$ cat src/rtl/jt49_div_sched.sv
// Time-shared tone/noise divider engine: four divider contexts (A, B, C, N) served by one comparator and one incrementer.
// Latency: cen sampled at edge k updates div_a at k+1, div_b at k+2, div_c at k+3 and div_n at k+4.
// Backpressure: none; a cen that arrives in SA/SB/SC is dropped and flagged by the sticky overrun output.
module jt49_div_sched #(
  parameter int W  = 12,
  parameter int NW = 5
) (
  input  logic          clk,
  input  logic          rst_n,
  input  logic          cen,
  input  logic [W-1:0]  period_a,
  input  logic [W-1:0]  period_b,
  input  logic [W-1:0]  period_c,
  input  logic [NW-1:0] period_n,
  input  logic [3:0]    chan_rst,
  input  logic          ovr_clr,
  output logic          div_a,
  output logic          div_b,
  output logic          div_c,
  output logic          div_n,
  output logic          busy,
  output logic          overrun
);

  typedef enum logic [2:0] {IDLE, SA, SB, SC, SN} state_t;

  localparam logic [W-1:0] CNT_ONE = {{(W-1){1'b0}}, 1'b1};

  state_t       state, state_nxt;
  logic         drop;
  logic         svc;
  logic [1:0]   slot;
  logic [W-1:0] cnt [4];
  logic [3:0]   divq;
  logic [W-1:0] cur_cnt;
  logic [W-1:0] cur_per;
  logic         hit;
  logic [W-1:0] cnt_inc;

  // Scheduler: one round SA..SN per accepted cen; a cen in SN chains straight into the next round.
  always_comb begin
    state_nxt = state;
    drop      = 1'b0;
    case (state)
      IDLE: if (cen) state_nxt = SA;
      SA: begin
        state_nxt = SB;
        drop      = cen;
      end
      SB: begin
        state_nxt = SC;
        drop      = cen;
      end
      SC: begin
        state_nxt = SN;
        drop      = cen;
      end
      SN:      state_nxt = cen ? SA : IDLE;
      default: state_nxt = IDLE;
    endcase
  end

  // Slot decode and shared operand mux: the only comparator and incrementer in the block sit behind it.
  always_comb begin
    svc     = 1'b1;
    slot    = 2'd0;
    cur_per = period_a;
    case (state)
      SA: begin
        slot    = 2'd0;
        cur_per = period_a;
      end
      SB: begin
        slot    = 2'd1;
        cur_per = period_b;
      end
      SC: begin
        slot    = 2'd2;
        cur_per = period_c;
      end
      SN: begin
        slot    = 2'd3;
        cur_per = {{(W-NW){1'b0}}, period_n};
      end
      default: svc = 1'b0;
    endcase
  end

  assign cur_cnt = cnt[slot];
  // period 0 always hits, so it behaves like period 1; counts never pass the period, so no wrap.
  assign hit     = (cur_cnt >= cur_per);
  assign cnt_inc = cur_cnt + CNT_ONE;

  // State register plus busy, which is registered from the next state so it tracks state exactly.
  always_ff @(posedge clk or negedge rst_n) begin
    if (!rst_n) begin
      state <= IDLE;
      busy  <= 1'b0;
    end else begin
      state <= state_nxt;
      busy  <= (state_nxt != IDLE);
    end
  end

  // Count file and square outputs: chan_rst wins over the slot update and also suppresses its toggle.
  always_ff @(posedge clk or negedge rst_n) begin
    if (!rst_n) begin
      for (int i = 0; i < 4; i++) cnt[i] <= CNT_ONE;
      divq <= 4'b0000;
    end else begin
      for (int i = 0; i < 4; i++) begin
        if (chan_rst[i]) begin
          cnt[i] <= CNT_ONE;
        end else if (svc && slot == i[1:0]) begin
          cnt[i] <= hit ? CNT_ONE : cnt_inc;
          if (hit) divq[i] <= ~divq[i];
        end
      end
    end
  end

  // Sticky overrun: a dropped tick beats a clear on the same edge.
  always_ff @(posedge clk or negedge rst_n) begin
    if (!rst_n) begin
      overrun <= 1'b0;
    end else if (drop) begin
      overrun <= 1'b1;
    end else if (ovr_clr) begin
      overrun <= 1'b0;
    end
  end

  assign div_a = divq[0];
  assign div_b = divq[1];
  assign div_c = divq[2];
  assign div_n = divq[3];

endmodule

$ cat config.mk
export PLATFORM = sky130hd
export DESIGN_NAME = jt49_div_sched
export DESIGN_NICKNAME = d
export VERILOG_FILES = /design/src/rtl/jt49_div_sched.sv
export SDC_FILE = /design/constraint.sdc
export NUM_CORES = 1
export LEC_CHECK = 0
export ABC_AREA = 1
export CELL_PAD_IN_SITES_DETAIL_PLACEMENT = 1
export CELL_PAD_IN_SITES_GLOBAL_PLACEMENT = 2
export CORE_MARGIN = 2
export CORE_UTILIZATION = 31
export DETAILED_ROUTE_END_ITERATION = 16
export PLACE_DENSITY_LB_ADDON = 0.3
export SLEW_MARGIN = 20
export SYNTH_ARGS = -nofsm -noshare
export SYNTH_HDL_FRONTEND = slang
export SYNTH_SLANG_ARGS = --single-unit
$ cat constraint.sdc
create_clock -name clk -period 3.4 [get_ports clk]
set_input_delay 0.34 -clock clk [delete_from_list [all_inputs] [get_ports clk]]
set_output_delay 0.34 -clock clk [all_outputs]
set_load 0.005 [all_outputs]
---- After elaboration in Yosys (flattened, before gate mapping) ----
Cells that the tools add are included.
storage, ports and cells
  register bits ........................... 57
  output and inout port bits .............. 6
  input bits .............................. 49
operators by class
  muxes and demuxes ....................... 21
  reduce and logical (&&, ||, !) cells .... 18
  $lt $le $gt $ge ......................... 2
  $add $sub $neg .......................... 1
  bitwise gates (word level) .............. 9
  equal/unequal tests ..................... 7
operators with widths
  operator                 number
  $mux W12                 11
  $pmux W12 S3             1
  $bmux W12 S2             1
  $pmux W3 S5              1
  $add A12 B1 Y12 const B  1
  $ge A12 B12 Y1           1
  $reduce_and A3 Y1        4
  $reduce_bool A2 Y1       5
  $not A1 Y1               8
  $eq A3 B2 Y1 const B     2
  $pmux W2 S3              1
  $mux W1                  5
  $eq A2 B2 Y1 const B     2
  $logic_and A1 B1 Y1      4
  $reduce_or A4 Y1         1
  $eq A3 B1 Y1 const B     1
  $eq A3 B3 Y1 const B     1
  $ge A3 B3 Y1 const B     1
  $logic_not A3 Y1         1
  $mux W3                  1
  $not A2 Y3               1
  $reduce_bool A3 Y1       1
  $reduce_or A3 Y1         1
  $eq A2 B1 Y1 const B     1
  $logic_not A2 Y1         1

---- Longest topological paths before layout ----
Gate-level depths: netlist of run 1.
  word-level depth ........................ 10
  gate-level depth with buffers ........... 19

---- Worst setup path before layout of run 1 ----
OpenSTA, ideal clock, no wires.
  path kind ............................... register to register
  start point ............................. register state[1]
  end point ............................... register cnt[35] (netlist bit)
  path slack .............................. 0.475 ns
  path buffers ............................ 4
  library setup time ...................... 0.066 ns
  stages on the path, launching flop included .. 20
  arrival ................................. 2.859 ns
  cell sequence ........................... dfrtp_1 > buf_6 > nand2_2 > nor2_4 > buf_6 > clkbuf_1 > nand2_1 > nand4_1 > o21ai_0 > ha_1 > inv_1 > nor2_1 > o21bai_1 > nand2_1 > nand3_1 > nand4_1 > inv_1 > clkbuf_1 > nand4_1 > nand2_1
between the ends
  longest elaborated chain between the ends .. 10
  elaborated cells on any way between the ends .. 20
  those cells by class .................... add/sub (1); order compare (1); eq/ne (5); mux (9); bitwise (1); reduce/logical (3)
ends and longest elaborated chain
  item                                                      line    text
  start, declared                                           29      state_t state, state_nxt;
  start signal, assigned                                    100     state <= state_nxt;
  $eq A3 B3 Y1 / $eq A3 B2 Y1 (equally long branches)       68      case (state)
  $pmux W2 S3                                               68
  $not A2 Y3 (not written as such)                          89      assign cur_cnt = cnt[slot];
  $bmux W12 S2                                              89
  $mux W12 (not written as such) (2 in a row)               89
  $add A12 B1 Y12 / $ge A12 B12 Y1 (equally long branches)  92, 91
  $mux W12                                                  115     cnt[i] <= hit ? CNT_ONE : cnt_inc;
  $mux W12                                                  114     end else if (svc && slot == i[1:0]) begin
  $mux W12                                                  112     if (chan_rst[i]) begin
  end signal, assigned by index                             115
  end, declared                                             33      logic [W-1:0] cnt [4];
Parallel ways exist; a longest one is shown, timed or not. The select of a mux whose other input is x is not followed.
A chain may end at the register's enable or synchronous reset.

---- Worst setup path after layout of run 1 ----
  start point ............................. register state[1]
  end point ............................... register cnt[18] (netlist bit)
The elaborated chain is that of the path after synthesis.

==> results of run 1 <==
## worst min path at each step
stage | startpoint | end
after CTS | rst_n | cnt[28]
after detailed placement | divq[1] | divq[1]
final | rst_n | cnt[28]
after global placement | cnt[22] | cnt[22]
after floorplan | rst_n | busy
after global routing | rst_n | cnt[28]
## power breakdown
| group | total, mW | leakage, nW | internal [mW] | switching, mW |
|---|---|---|---|---|
| Clock | 0.787 | 0.122 | 0.492 | 0.295 |
| Sequential | 0.940 | 0.764 | 0.832 | 0.108 |
| Combinational | 2.46 | 1.25 | 0.920 | 1.54 |
## flip-flops by register name (all words and copies together), names as in the netlist
signal   count
overrun      1
cnt         48
state        3
busy         1
divq         4
## critical path, cell delays in order, from the launching register on
cell and delay [ps]:
dfrtp_1 610, nor2_2 80, nand2_2 240, nand2_2 100, nor2_4 150, buf_12 150
buf_4 110, a21oi_1 60, ha_1 310, a21oi_1 170, o21a_1 180, nand4_1 210
inv_1 180, nand3_1 300, o22ai_1 250
## cell type report
class / count / area (um^2) / share of cell area, %
Clock buffer: 15 / 247.7 / 5.360
Tap cell: 140 / 175.2 / 3.790
Inverter: 53 / 201.4 / 4.358
Clock inverter: 1 / 5.005 / 0.1083
Sequential cell: 57 / 1433 / 31.00
Multi-Input combinational cell: 339 / 1812 / 39.20
Timing Repair Buffer: 79 / 748.2 / 16.19
## Yosys cell counts, drive strengths merged
| cell type | count |
|---|---|
| nand2 | 135 |
| dfrtp | 53 |
| inv | 53 |
| nor2 | 47 |
| nand3 | 37 |
| o21ai | 27 |
| nand4 | 24 |
| a21oi | 18 |
| o22ai | 14 |
| ha | 13 |
| a22o | 8 |
| buf | 5 |
| clkbuf | 5 |
| nand3b | 5 |
| dfstp | 4 |
| xnor2 | 4 |
| or2 | 3 |
| a21o | 1 |
| a41oi | 1 |
| o21a | 1 |
| o21bai | 1 |
## cells by family after synthesis
kind of cell | share of synthesized area (%)
AOI/OAI and AO/OA | 12.17
xor gates and xnor gates | 1.002
adders and majority gates | 4.653
buffers and inverters | 7.552
DFF | 40.94
and+or+nand+nor | 33.68
## stage by stage
stage          instances  area [um^2]  total power, mW
2_1_floorplan        459         3496            2.373
3_3_place_gp         657         4259            3.156
3_5_place_dp         657         4259            3.202
4_1_cts              673         4512            4.019
5_1_grt              684         4622            4.523
6_report             684         4622            4.183
## repair_timing
action,4_1_cts,5_1_grt
gates resized for setup,0,5
setup endpoints to repair,0,48
setup buffers,0,11
## routing by layer
layer / vias to the layer above / global-route usage, % / share of wire [%]
met4: 0 / 5.357 / 1.7
met2: 56 / 34.49 / 47
met5: - / 0 / 0
li1: 1688 / - / -
met1: 1673 / 29.96 / 47
met3: 15 / 5.526 / 4.2
==> results.txt, run 1 <==
Status: completed
CP max FO: 11
Initial Util: 31.97%
Setup crit end: cnt[18]
Syn nets: 521
Num CTS Buffers: 9
Pre-CTS WS: 155.4 ps
Origin of the worst setup path: state[1]
Final setup TNS: 0 ps
Final Skew: 9.208 ps
Critical path capture point type: register
RR Endpoint: cnt[18]
Final min period: 3201 ps
Layout Area Growth over Synthesis: 32.21%
VDD IR max: 336.1 uV
Final Hold Viols: 0
Core box area: 0.01094 mm^2
Vias in the first global route: 3593
Hold Crit Class: primary input to asynchronous set/reset pin
Sink Count: 57
Die Span Y: 110.2 um
Top cells by area, synth: dfrtp_1, nand2_1, inv_1, nand3_1, ha_1
Yosys reg bits: 57
Cell taking the most area after synthesis: dfrtp_1
CTS tree: done
Slew HR: 30.95%
Nets: 601
IO Pins: 55
Largest net degree at the start of global routing: 37
Reg-to-Reg Start: state[1]
Routed via count: 3432
RePlAce Congestion: 0.8477
Final setup vio count: 0
Yosys warns: 0
Dpl hpwl: 9043 um
Starting DRT DRC Count: 133
PwrDens: 905.0 mW/mm^2
Seq/Total Area, Yosys: 40.94%
DRT Wirelength: 12180 um
R2R setup slack: 200 ps
Most frequent cells in the layout: nand2_1, clkdlybuf4s50_1, dfrtp_1, inv_1, nor2_1
Fmax: 312.4 MHz
Synth unique cells: 32
Std cell rows: 38
First-pass GRT wire length: 19630 um
Leakage power: 2.135 nW
Longest Clk Path Bufs: 2
Final worst slack: 199.2 ps
GR Util All Layers: 21.81%
Root buffer cell: clkbuf_16
ANT cells: 0
Grt total ovfl: 0
Post-route ant nets: 0
Maxcap violations: 0
Core Util, Final: 42.27%
Drt drc: 0
Yosys top cell area share: 37.94%
Share of layout cells above drive strength 1: 14.34%
Wirelength per Cell: 17.80 um
Worst slew pin tran: 1032 ps
Final period util: 94.14%
DIE WIDTH: 110.2 um
CP startpoint kind: register
Data arrival, critical path: 3440 ps
Slew Viols, Final: 0
Crit path required time: 3640 ps
Drt first pass iters: 4
CTS Hold Buffers Added: 0
H-Tree Depth: 3
Post-Synthesis Cell Area: 0.003496 mm^2
Reg clk slew, reported paths: 50 ps
Worst r2r path cells: 14
# fillers: 1375
Syn avg cell area: 7.616 um^2
Gate count of the mapped netlist: 459
Setup CP Type: register to register
Drt via density: 5.018
Port-buffer cells: 54
Most common cell after layout, fill and taps aside: nand2_1
Min Hold Slack: 115.1 ps
Worst-Skew Late Latency: 330 ps
Full die area: 0.01214 mm^2
Initial antenna violation count: 0
(Power assumes the default switching activity.)
==> inputs of run 2 (changes only) <==
Settings changed: SLEW_MARGIN 20 to 30.
==> results.txt, run 2 (synthesis results as in run 1) <==
Status: completed
Pre-CTS WS: 155.4 ps (unchanged)
Final Hold Viols: 0 (unchanged)
Slew Viols, Final: 0 (unchanged)
Largest registers: cnt (48), divq (4), state (3)
Final worst slack: 248.8 ps (+49.59 ps)
Reg clk slew, reported paths: 50 ps (about the same)
Min Hold Slack: 113.1 ps (-1.978 ps)
Share of layout cells above drive strength 1: 14.71% (+0.37 points)
Largest net degree at the start of global routing: 37 (unchanged)
Die Span Y: 110.2 um (unchanged)
Setup CP Type: register to register
Vias in the first global route: 3593 (unchanged)
RePlAce Congestion: 0.8477 (unchanged)
CTS tree: done
RR Endpoint: cnt[18]
CP bufs+invs: 4 (+1)
Drt drc: 0 (unchanged)
Hold Crit Class: primary input to asynchronous set/reset pin
Worst slew pin tran: 866.0 ps (-166.0 ps)
DIE WIDTH: 110.2 um (unchanged)
Switching Share: 46.41% (+0.051 points)
Post-route ant nets: 0 (unchanged)
Slowest cell on the critical path: dfrtp_2
PwrDens: 905.9 mW/mm^2 (+0.10%)
Fmax: 317.3 MHz (+1.6%)
Levels on crit path: 14 (unchanged)
Core box area: 0.01094 mm^2 (unchanged)
Nets: 601 (unchanged)
VDD IR max: 337.8 uV (+0.49%)
Reg-to-Reg Start: state[2]
DRT Wirelength: 12200 um (+0.19%)
Number of flip-flops in the largest register: 48 (unchanged)
Crit path required time: 3640 ps (about the same)
Switch Pwr: 1.945 mW (+0.29%)
Std cell rows: 38 (unchanged)
CP max FO: 11 (unchanged)
H-Tree Depth: 3 (unchanged)
CP delay by family, top: simple AND/OR/NAND/NOR gates
Maxcap violations: 0 (unchanged)
CP startpoint kind: register
Layout Area Growth over Synthesis: 32.32% (about the same)
Cell breakdown of the critical path: buf_4, nand2_2, nand2_2, nor2_4, buf_12, buf_4, a21oi_1, ha_1, a21oi_1, o21a_1, nand4_1, inv_1, nand3_1, o22ai_1
Dpl hpwl: 9043 um (unchanged)
Initial Util: 31.97% (unchanged)
Final Skew: 8.996 ps (-0.2117 ps)
Worst-Skew Late Latency: 330 ps (about the same)
Root buffer cell: clkbuf_16
Most common cell after layout, fill and taps aside: nand2_1
Drt first pass iters: 4 (unchanged)
CP peak stage delay: 470 ps (-140 ps)
Core Util, Final: 42.30% (about the same)
Wirelength per Cell: 17.83 um (+0.19%)
Worst r2r path cells: 14 (unchanged)
First-pass GRT wire length: 19630 um (unchanged)
Full die area: 0.01214 mm^2 (unchanged)
Routed via count: 3432 (unchanged)
Share of power burned in registers: 22.5% (about the same)
Initial antenna violation count: 0 (unchanged)
Sink Count: 57 (unchanged)
CTS Hold Buffers Added: 0 (unchanged)
Longest Clk Path Bufs: 2 (unchanged)
Register with the most flip-flops: cnt
Num CTS Buffers: 9 (unchanged)
Port-buffer cells: 54 (unchanged)
Most frequent cells in the layout: nand2_1, clkdlybuf4s50_1, dfrtp_1, inv_1, nor2_1
Setup crit end: cnt[18]
Logic gate share of total power: 58.8% (about the same)
Data arrival, critical path: 3390 ps (-50 ps)
Internal Power: 2.246 mW (about the same)
# fillers: 1374 (-0.073%)
IO Pins: 55 (unchanged)
Final period util: 92.68% (-1.5 points)
Final setup TNS: 0 ps (unchanged)
Critical path capture point type: register
ANT cells: 0 (unchanged)
Grt total ovfl: 0 (unchanged)
Drt via density: 5.018 (unchanged)
Leakage power: 2.134 nW (about the same)
Slew HR: 42.27% (+11 points)
Origin of the worst setup path: state[2]
Proportion of power drawn by the clock network: 18.8% (about the same)
R2R setup slack: 250 ps (+50 ps)
Starting DRT DRC Count: 131 (-1.5%)
Unrepaired setup endpoints after global routing: no
GR Util All Layers: 21.81% (unchanged)
Final min period: 3151 ps (-49.59 ps)
Final setup vio count: 0 (unchanged)
-- run 2: cell counts in the layout (fill, tap and decap cells not counted) --
No cell type changed its count.
-- run 2: final cells by class --
| class | instances | area (um^2) | share of cell area [%] |
|---|---|---|---|
| tap | 140 | 175.2 | 3.787 |
| timing repair buffer | 79 | 748.2 | 16.18 |
| clock inverter | 1 | 5.005 | 0.1082 |
| multi-input combinational | 339 | 1814 | 39.22 |
| sequential | 57 | 1434 | 31.00 |
| inverter | 53 | 201.4 | 4.355 |
| clock buffer | 15 | 247.7 | 5.356 |
-- run 2: timing repair --
item	CTS	global route
resized for setup	0	6
buffers inserted	0	11
endpoints found under the setup margin	0	48
-- run 2: per-layer routing --
metal | GRT usage, % | wire length (um) | vias to the layer above
met3 | 5.526 | 541 | 10
met2 | 34.49 | 5700 | 57
li1 | - | - | 1688
met5 | 0 | 0 | -
met1 | 29.96 | 5792 | 1677
met4 | 5.357 | 165 | 0
-- run 2: how the worst min path moves through the flow --
| stage | end | slack [ps] | depth (start not counted) |
|---|---|---|---|
| 2_1_floorplan | busy | 40 | 0 |
| 3_3_place_gp | cnt[22] | 460 | 2 |
| 3_5_place_dp | divq[1] | 470 | 1 |
| 4_1_cts | cnt[28] | 140 | 1 |
| 5_1_grt | cnt[28] | 160 | 1 |
| 6_report | cnt[28] | 110 | 1 |
-- run 2: power groups by stage --
stage	clock network, mW	registers [mW]	logic [mW]
3_3_place_gp	0	0.939	2.22
6_report	0.787	0.941	2.46
3_5_place_dp	0	0.946	2.26
2_1_floorplan	0	0.921	1.45
4_1_cts	0.811	0.939	2.27
5_1_grt	0.832	0.959	2.73
-- run 2: metrics by stage --
stage	area (um^2)	cells	total power, mW
after CTS	4512	673	4.019
after floorplan	3496	459	2.373
after global placement	4259	657	3.156
final	4626	684	4.190
after global routing	4626	684	4.525
after detailed placement	4259	657	3.202
==> inputs of run 3 (changes only) <==
Settings changed: CORE_MARGIN 2 to default, RECOVER_POWER from default to 25.
==> results.txt, run 3 (synthesis results as in run 1) <==
Status: finished, violations left
Failing checks: max-capacitance violations, max-slew violations
Most frequent cells in the layout: nand2_1, dfrtp_1, clkdlybuf4s50_1, inv_1, nor2_1
Most common cell after layout, fill and taps aside: nand2_1
Largest registers: cnt (48), divq (4), state (3)
Min Hold Slack: 475.1 ps (+362.0 ps)
GR Util All Layers: 22.30% (+0.49 points)
Wirelength per Cell: 17.84 um (about the same)
Root buffer cell: clkbuf_16
Final Hold Viols: 0 (unchanged)
Proportion of power drawn by the clock network: 22.7% (+3.9 points)
Maxcap violations: 1 (+1)
Slew HR: -24.45% (-67 points)
RePlAce Congestion: 0.8087 (-4.6%)
Starting DRT DRC Count: 159 (+21%)
First-pass GRT wire length: 19250 um (-1.9%)
Final period util: 90.03% (-2.7 points)
CTS Hold Buffers Added: 0 (unchanged)
Drt drc: 0 (unchanged)
Reg clk slew, reported paths: 50 ps (about the same)
Logic gate share of total power: 55.4% (-3.4 points)
Die Span Y: 108.2 um (-1.8%)
DRT Wirelength: 12040 um (-1.3%)
Unrepaired setup endpoints after global routing: no
Sink Count: 57 (unchanged)
IO Pins: 55 (unchanged)
Data arrival, critical path: 3320 ps (-70 ps)
Fmax: 326.7 MHz (+2.9%)
Critical path capture point type: register
H-Tree Depth: 3 (unchanged)
Routed via count: 3381 (-1.5%)
Layout Area Growth over Synthesis: 31.46%
Worst slew pin tran: 1867 ps (+1001 ps)
DIE WIDTH: 108.2 um (-1.8%)
Num CTS Buffers: 9 (unchanged)
CP startpoint kind: register
Port-buffer cells: 54 (unchanged)
Std cell rows: 38 (unchanged)
Share of power burned in registers: 21.9% (-0.6 points)
Core box area: 0.01094 mm^2 (unchanged)
Slew Viols, Final: 35 (+35)
Leakage power: 2.122 nW (-0.52%)
CTS tree: done
Total power: 4.178 mW (-0.29%)
PwrDens: 909.1 mW/mm^2 (+0.36%)
Drt first pass iters: 5 (+1)
Final min period: 3061 ps (-90.18 ps)
Worst-Skew Late Latency: 330 ps (about the same)
ANT cells: 0 (unchanged)
Longest Clk Path Bufs: 2 (unchanged)
Post-route ant nets: 0 (unchanged)
Final setup TNS: 0 ps (unchanged)
Final Skew: 7.859 ps (-1.137 ps)
Share of layout cells above drive strength 1: 13.46% (-1.2 points)
Nets: 592 (-1.5%)
Grt total ovfl: 0 (unchanged)
Vias in the first global route: 3510 (-2.3%)
Full die area: 0.01171 mm^2 (-3.6%)
Core Util, Final: 42.03% (-0.27 points)
Setup CP Type: register to register
Hold Crit Class: register to register
Largest net degree at the start of global routing: 35 (-5.4%)
CP max FO: 15 (+4)
Internal Power: 2.283 mW (+1.6%)
Drt via density: 5.009 (-0.17%)
Switch Pwr: 1.895 mW (-2.5%)
Number of flip-flops in the largest register: 48 (unchanged)
Initial antenna violation count: 0 (unchanged)
Switching Share: 45.36% (-1.0 points)
Final setup vio count: 0 (unchanged)
VDD IR max: 404.4 uV (+20%)
Crit path required time: 3660 ps (+20 ps)
Initial Util: 31.97% (unchanged)
Register with the most flip-flops: cnt
Dpl hpwl: 9007 um (-0.39%)
run 3: cell types whose count changed in the layout (fill, tap and decap cells not counted), moves of 2 or more:
cell,before,now
dfrtp_1,51,53
clkbuf_1,6,2
dfrtp_2,2,0
buf_4,23,15
clkbuf_8,0,4
run 3: stage by stage:
stage                     cell area, um^2  std cells  setup WS [ps]
after global placement               4217        653          134.0
after global routing                 4596        675          40.32
after CTS                            4536        669          95.45
after floorplan                      3496        459          474.7
final                                4596        675          339.0
after detailed placement             4217        653          121.9
run 3: layout make-up:
| class | instances | area, um^2 |
|---|---|---|
| clock buffer | 14 | 284.0 |
| clock inverter | 2 | 35.03 |
| fill | 1351 | 6340 |
| inverter | 53 | 200.2 |
| multi-input combinational | 339 | 1803 |
| sequential | 57 | 1431 |
| tap | 140 | 175.2 |
| timing repair buffer | 70 | 666.9 |
run 3: path summary, 6_finish.rpt:
path                          start  endpoint  slack [ps]  cells after the start
max                        state[0]   cnt[24]         340                     15
min                         cnt[10]   cnt[10]         480                      2
max in group asynchronous     rst_n   cnt[20]        1690                      2
min in group asynchronous     rst_n   cnt[18]         520                      1
max reg2reg                state[0]   cnt[24]         340                     15
min reg2reg                 cnt[10]   cnt[10]         480                      2
run 3: what timing repair did:
action | 4_1_cts | 5_1_grt
endpoints found under the setup margin | 0 | 9
gates resized for setup | 0 | 2
setup buffers | 0 | 6
run 3: routing by layer:
metal	track usage [%]	part of all wire (%)	wire (um)	vias to the layer above
met2	34.90	47	5612	57
met4	6.164	1.2	144	0
li1	-	-	-	1669
met1	30.45	47	5704	1642
met3	5.425	4.8	580	13
met5	0	0	0	-
run 3: worst max-delay path, cell delays in order (launching register included):
cell and delay (ps):
dfrtp_1 480, nor2_4 120, nand2_4 150, clkinv_2 260, a22o_1 260, a21oi_1 140, nand2_1 120, ha_1 340
a21oi_1 150, o21a_1 140, nand4_1 120, buf_4 200, nor2_2 250, nand2_1 100, o21ai_0 110, inv_1 50
run 3: power groups by stage:
| stage | Clock [mW] | Combinational, mW | Sequential [mW] |
|---|---|---|---|
| 2_1_floorplan | 0 | 1.45 | 0.921 |
| 3_3_place_gp | 0 | 2.15 | 0.921 |
| 3_5_place_dp | 0 | 2.20 | 0.927 |
| 4_1_cts | 0.968 | 2.22 | 0.918 |
| 5_1_grt | 1.00 | 2.59 | 0.930 |
| 6_report | 0.948 | 2.31 | 0.917 |
